### src/rtl/lspc_timer_ng.sv
// lspc_timer_ng: parametrised LSPC raster interval timer.
// Down-counter with prescaler and three reload sources (68k low write, vblank,
// auto-reload on underflow), a sticky acknowledged IRQ and the PAL border
// stop window.
// Optional snapshot readback port is built when TIMER_READBACK_EN is defined.
module lspc_timer_ng #(
  parameter int WIDTH      = 32,  // 17..32
  parameter int PRESCALE   = 1,   // 1..16
  parameter int RELOAD_DLY = 2    // 1..4
) (
  input  logic             LSPC_6M,
  input  logic             nRESETP,
  input  logic [15:0]      M68K_DATA,
  input  logic             WR_TIMER_HIGH,
  input  logic             WR_TIMER_LOW,
  input  logic [2:0]       TIMER_MODE,
  input  logic             VBLANK_START,
  input  logic             TIMER_IRQ_EN,
  input  logic             IRQ_ACK,
  input  logic             TIMER_STOP,
  input  logic             VMODE,
  input  logic [8:0]       RASTERC,
`ifdef TIMER_READBACK_EN
  input  logic             RD_SNAP,
  output logic [WIDTH-1:0] TIMER_COUNT,
`endif
  output logic             TIMER_CO,
  output logic             TIMER_IRQ
);

  localparam int         HI_W     = WIDTH - 16;
  localparam logic [3:0] PRE_LAST = 4'(PRESCALE - 1);
  localparam logic [2:0] DLY_INIT = 3'(RELOAD_DLY);

  logic [WIDTH-1:0] r_reload;
  logic [WIDTH-1:0] r_count;
  logic [3:0]       r_pre;
  logic             r_armed;
  logic [2:0]       r_dly;
  logic             r_vbl_q;
  logic             r_stop_q;
  logic             r_co;
  logic             r_pending;
  logic             r_irq;

  logic             w_reload0;
  logic             w_reload;
  logic             w_stop;
  logic             w_tick_en;
  logic             w_tick;
  logic             w_underflow;
  logic             w_unused_raster;

  // Only bit 8 and bits 5:4 of the raster line select the border window.
  assign w_unused_raster = ^{RASTERC[7:6], RASTERC[3:0]};

  // A new low write while a delayed reload is pending cancels that reload;
  // the fresh strobe restarts the delay so only one reload ever lands.
  assign w_reload0   = (r_dly == 3'd1) & ~WR_TIMER_LOW;
  assign w_reload    = w_reload0 | r_vbl_q;
  assign w_stop      = TIMER_STOP & VMODE & ~RASTERC[8] & (RASTERC[5:4] == 2'b00);
  assign w_tick_en   = r_armed & ~r_stop_q;
  assign w_tick      = w_tick_en & (r_pre == PRE_LAST);
  assign w_underflow = w_tick & (r_count == '0);

  // Reload register: high and low halves written independently by the 68k.
  always_ff @(posedge LSPC_6M or negedge nRESETP) begin
    if (!nRESETP) begin
      r_reload <= '0;
    end else begin
      if (WR_TIMER_HIGH) r_reload[WIDTH-1:16] <= M68K_DATA[HI_W-1:0];
      if (WR_TIMER_LOW)  r_reload[15:0]       <= M68K_DATA;
    end
  end

  // Mode-0 delay line: counts down from RELOAD_DLY after each low write.
  always_ff @(posedge LSPC_6M or negedge nRESETP) begin
    if (!nRESETP) begin
      r_dly <= 3'd0;
    end else if (WR_TIMER_LOW) begin
      r_dly <= TIMER_MODE[0] ? DLY_INIT : 3'd0;
    end else if (r_dly != 3'd0) begin
      r_dly <= r_dly - 3'd1;
    end
  end

  // Registered vblank reload request and border stop window.
  always_ff @(posedge LSPC_6M or negedge nRESETP) begin
    if (!nRESETP) begin
      r_vbl_q  <= 1'b0;
      r_stop_q <= 1'b0;
    end else begin
      r_vbl_q  <= VBLANK_START & TIMER_MODE[1];
      r_stop_q <= w_stop;
    end
  end

  // Arming: the first reload of any source starts the timer for good.
  always_ff @(posedge LSPC_6M or negedge nRESETP) begin
    if (!nRESETP) begin
      r_armed <= 1'b0;
    end else if (w_reload) begin
      r_armed <= 1'b1;
    end
  end

  // Prescaler: a tick every PRESCALE enabled cycles, restarted by any reload.
  always_ff @(posedge LSPC_6M or negedge nRESETP) begin
    if (!nRESETP) begin
      r_pre <= 4'd0;
    end else if (w_reload) begin
      r_pre <= 4'd0;
    end else if (w_tick_en) begin
      r_pre <= (r_pre == PRE_LAST) ? 4'd0 : r_pre + 4'd1;
    end
  end

  // Counter: reload beats tick; underflow reloads (mode 2) or wraps to all-ones.
  always_ff @(posedge LSPC_6M or negedge nRESETP) begin
    if (!nRESETP) begin
      r_count <= '0;
    end else if (w_reload) begin
      r_count <= r_reload;
    end else if (w_tick) begin
      if (w_underflow) begin
        r_count <= TIMER_MODE[2] ? r_reload : '1;
      end else begin
        r_count <= r_count - {{(WIDTH-1){1'b0}}, 1'b1};
      end
    end
  end

  // Carry-out pulse, one cycle after the underflowing tick.
  always_ff @(posedge LSPC_6M or negedge nRESETP) begin
    if (!nRESETP) begin
      r_co <= 1'b0;
    end else begin
      r_co <= w_underflow;
    end
  end

  // Sticky interrupt: enable low clears, underflow sets, ack clears (set wins).
  always_ff @(posedge LSPC_6M or negedge nRESETP) begin
    if (!nRESETP) begin
      r_pending <= 1'b0;
      r_irq     <= 1'b0;
    end else begin
      if (!TIMER_IRQ_EN)    r_pending <= 1'b0;
      else if (w_underflow) r_pending <= 1'b1;
      else if (IRQ_ACK)     r_pending <= 1'b0;
      r_irq <= r_pending;
    end
  end

  assign TIMER_CO  = r_co;
  assign TIMER_IRQ = r_irq;

`ifdef TIMER_READBACK_EN
  logic [WIDTH-1:0] r_snap;

  // Snapshot keeps the count stable across the two 16-bit 68k reads.
  always_ff @(posedge LSPC_6M or negedge nRESETP) begin
    if (!nRESETP) begin
      r_snap <= '0;
    end else if (RD_SNAP) begin
      r_snap <= r_count;
    end
  end

  assign TIMER_COUNT = r_snap;
`endif

endmodule

### config.mk
export PLATFORM = sky130hd
export DESIGN_NAME = lspc_timer_ng
export DESIGN_NICKNAME = d
export VERILOG_FILES = /design/src/rtl/lspc_timer_ng.sv
export SDC_FILE = /design/constraint.sdc
export NUM_CORES = 1
export LEC_CHECK = 0
export BUFFER_PORTS_ARGS = -buffer_cell sky130_fd_sc_hd__buf_2
export CAP_MARGIN = 20
export CORE_AREA = 2 2 85 87
export DETAILED_ROUTE_END_ITERATION = 10
export DIE_AREA = 0 0 87 89
export PLACE_DENSITY_LB_ADDON = 0.3
export SLEW_MARGIN = 20
export SYNTH_ARGS = -nofsm -noshare
export SYNTH_HDL_FRONTEND = slang
export SYNTH_SLANG_ARGS = --single-unit
export TNS_END_PERCENT = 5
### constraint.sdc
create_clock -name LSPC_6M -period 2.9 [get_ports LSPC_6M]
set_clock_uncertainty 0.2 [all_clocks]
set_input_delay 0.29 -clock LSPC_6M [delete_from_list [all_inputs] [get_ports LSPC_6M]]
set_output_delay 0.29 -clock LSPC_6M [all_outputs]
set_load 0.05 [all_outputs]
==> metrics.cfg <==
[placed_design]
gp_congestion=0.876
dp_hpwl_um=5810
placed_cells=478
port_buffers=32

[timing]
fin_crit_ns=2.70
max_freq_mhz=370
finalMaxSlewViolations=0
fin_setup_tns_ns=0
finalSetupViolCount=0
final_hold_viol_count=0
relSlewSlack_pct=36.7
rsz0062_at_grt=false
worstMarginPinSlew_ns=0.950
period_share_pct=93.1
hold_slack_ns=0.00974

[worst_setup_path]
crit_chain=inv_1 > ha_1 > or3b_2 > nor4_1 > and4_1 > a21oi_2 > buf_4 > o221ai_1 > o21ai_1
crit_slowest_cell=or3b_2
critPathRequiredTime_ns=2.93
critPathCaptureType=flop
startpoint=r_count[0]
crit_path_max_incr_delay_ns=0.47
cp_max_fo=30
crit_type=reg2reg
critPathArrivalTime_ns=2.73
cp-start-kind=flop
rr_startpoint=r_count[0]

[clocking]
cts_tree=built
cts_resized=0
numCtsBuffers=9
clockBufferDepth=2
clkSinkCount=77
clock_latency_ns=0.35
cts_root_buf=clkbuf_8
clkTransAtPathRegs_ns=0.08
h-tree-depth=3

[yosys]
yosysWarnings=0
yosys-top-cells-area=dfrtp_1 50%, mux2_2 9.6%, nor2_1 5.3%, a21oi_1 3.5%, xor2_1 2.0%
syn-cell-area_mm2=0.00387
async_reset_ff_share_pct=100
netlist_instances=369
synth_seq_cells=77
synth_largest_area_cell=dfrtp_1
synth_top_area_share_pct=49.8
synth_edf_count=0
syn-num-nets=412
synth_ff_type=dfrtp_1
seq_area_frac_synth_pct=49.8
avgSynthCellArea_um2=10.5
synth.distinct_cells=52

[drt]
drt_iter0_drc=235
firstDrtPassIters=5
vias=3131
routed_wl_um=8770
drcViolationCount=0
route.antenna.remaining_nets=0
via_per_inst=6.08
wire_per_inst_um=17.0

[finish]
fin_nets=474
finalNonFillerCells=515
area_delta_synth_final_pct=17.7
final_common_cell=dfrtp_1
drive_gt1_share_pct=26.0
antenna_cells=0
final_cell_mix=77 x dfrtp_1, 55 x nor2_1, 33 x mux2_2
fillers=523

[power_and_ir_drop]
pwr_density_cell_mw_per_mm2=782
p_leak_nw=1.91
ir_drop_mv=0.466

[floorplan]
die_area_mm2=0.00774
pin_count=39
fp.dieW_um=87
fp.dieH_um=89
fp-row-count=30
coreArea_mm2=0.00672
initial_core_util_pct=57.6

[min_path]
worstHoldPathType=in2reg
min-delay-start=M68K_DATA[1]

[grt]
antenna_found_initial=0
track_usage_pct=25.3
grt.overflow.total=0
grt_max_degree=78
grt_first_pass_wirelength_um=15000
grt_pass1_vias=3156

[status]
status=finished, final reports clean

[flow_run]
maxCapViolations=0

-- per-stage QoR --
stage	utilization, %	setup WS (ns)	total power, mW	area, um^2
after global routing	67.9	0.0380	3.78	4560
after CTS	67.9	0.233	3.56	4560
after global placement	61.6	0.306	2.64	4140
after floorplan	-	0.403	2.39	3870
after detailed placement	61.6	0.248	2.71	4140
final	67.9	0.201	3.56	4560
-- per-layer routing --
layer / GRT usage, % / part of all wire, % / up-vias
met5: 0 / 0 / -
met2: 41.3 / 48 / 91
met1: 33.5 / 45 / 1561
met4: 11.9 / 2.9 / 0
met3: 3.97 / 4.6 / 26
li1: - / - / 1453
-- where the power goes --
part | leakage, nW | internal (mW) | switching [mW]
combinational | 0.909 | 0.488 | 0.587
sequential | 0.902 | 1.35 | 0.321
clock | 0.101 | 0.437 | 0.386
-- state kept, by name, indices dropped and copies added (netlist names) --
signal / cells
r_pre: 4
r_dly: 3
r_stop_q: 1
r_pending: 1
TIMER_CO: 1
r_armed: 1
r_vbl_q: 1
r_reload: 32
TIMER_IRQ: 1
r_count: 32
-- critical path, delay by kind of cell, from the launching register on --
kind                     cells  cell delay [ns]
AO/OA/AOI/OAI                3             0.35
adder cells (fa/ha/maj)      1             0.19
buffers and inverters        2             0.36
flip-flops                   1             0.41
AND/OR/NAND/NOR              3             1.07
-- final timing paths --
kind	to	slack, ns	cells after the start
worst max-delay path	r_count[27]	0.20	9
worst min-delay path	r_reload[1]	0.01	2
worst max register to register	r_count[27]	0.20	9
worst min register to register	TIMER_IRQ	0.18	0
max in group asynchronous	r_reload[28]	1.45	2
min in group asynchronous	r_reload[5]	0.42	2
-- synthesized netlist by cell type, types with 3 or more instances --
cell type  instances
dfrtp_1           77
nor2_1            55
mux2_2            33
a21oi_1           27
nand2_1           16
nand3_1           11
nor4_1            11
clkbuf_1          10
nor3_1            10
o21a_1             9
xor2_1             9
o21ai_0            8
inv_1              7
ha_1               6
o21ai_1            6
xnor2_1            6
o22ai_1            5
or3_1              4
or4_1              4
a31oi_1            3
clkbuf_8           3
nand4_1            3
o22a_1             3
or4_4              3
-- what timing repair did --
action | in CTS | in global routing
buffers inserted | 0 | 0
hold buffers | 22 | 0
hold endpoints to repair | 109 | 0
-- cell families after synthesis --
logic type	count (synthesis)	share of synthesized area (%)
simple gates	142	20.3
xor+xnor	15	3.39
mux	33	9.60
buf+inv	23	3.26
compound gates	73	11.8
flops	77	49.8
fa+ha+maj	6	1.94
-- cell type report --
cell class	count	area, um^2	share of cell area, %
inverter	7	26.3	0.576
tap	80	100	2.20
clock buffer	11	151	3.32
multi-input combinational	269	1830	40.1
clock inverter	4	47.5	1.04
timing repair buffer	67	480	10.5
sequential	77	1930	42.3
Note: power is estimated with default switching activity, not from simulation.
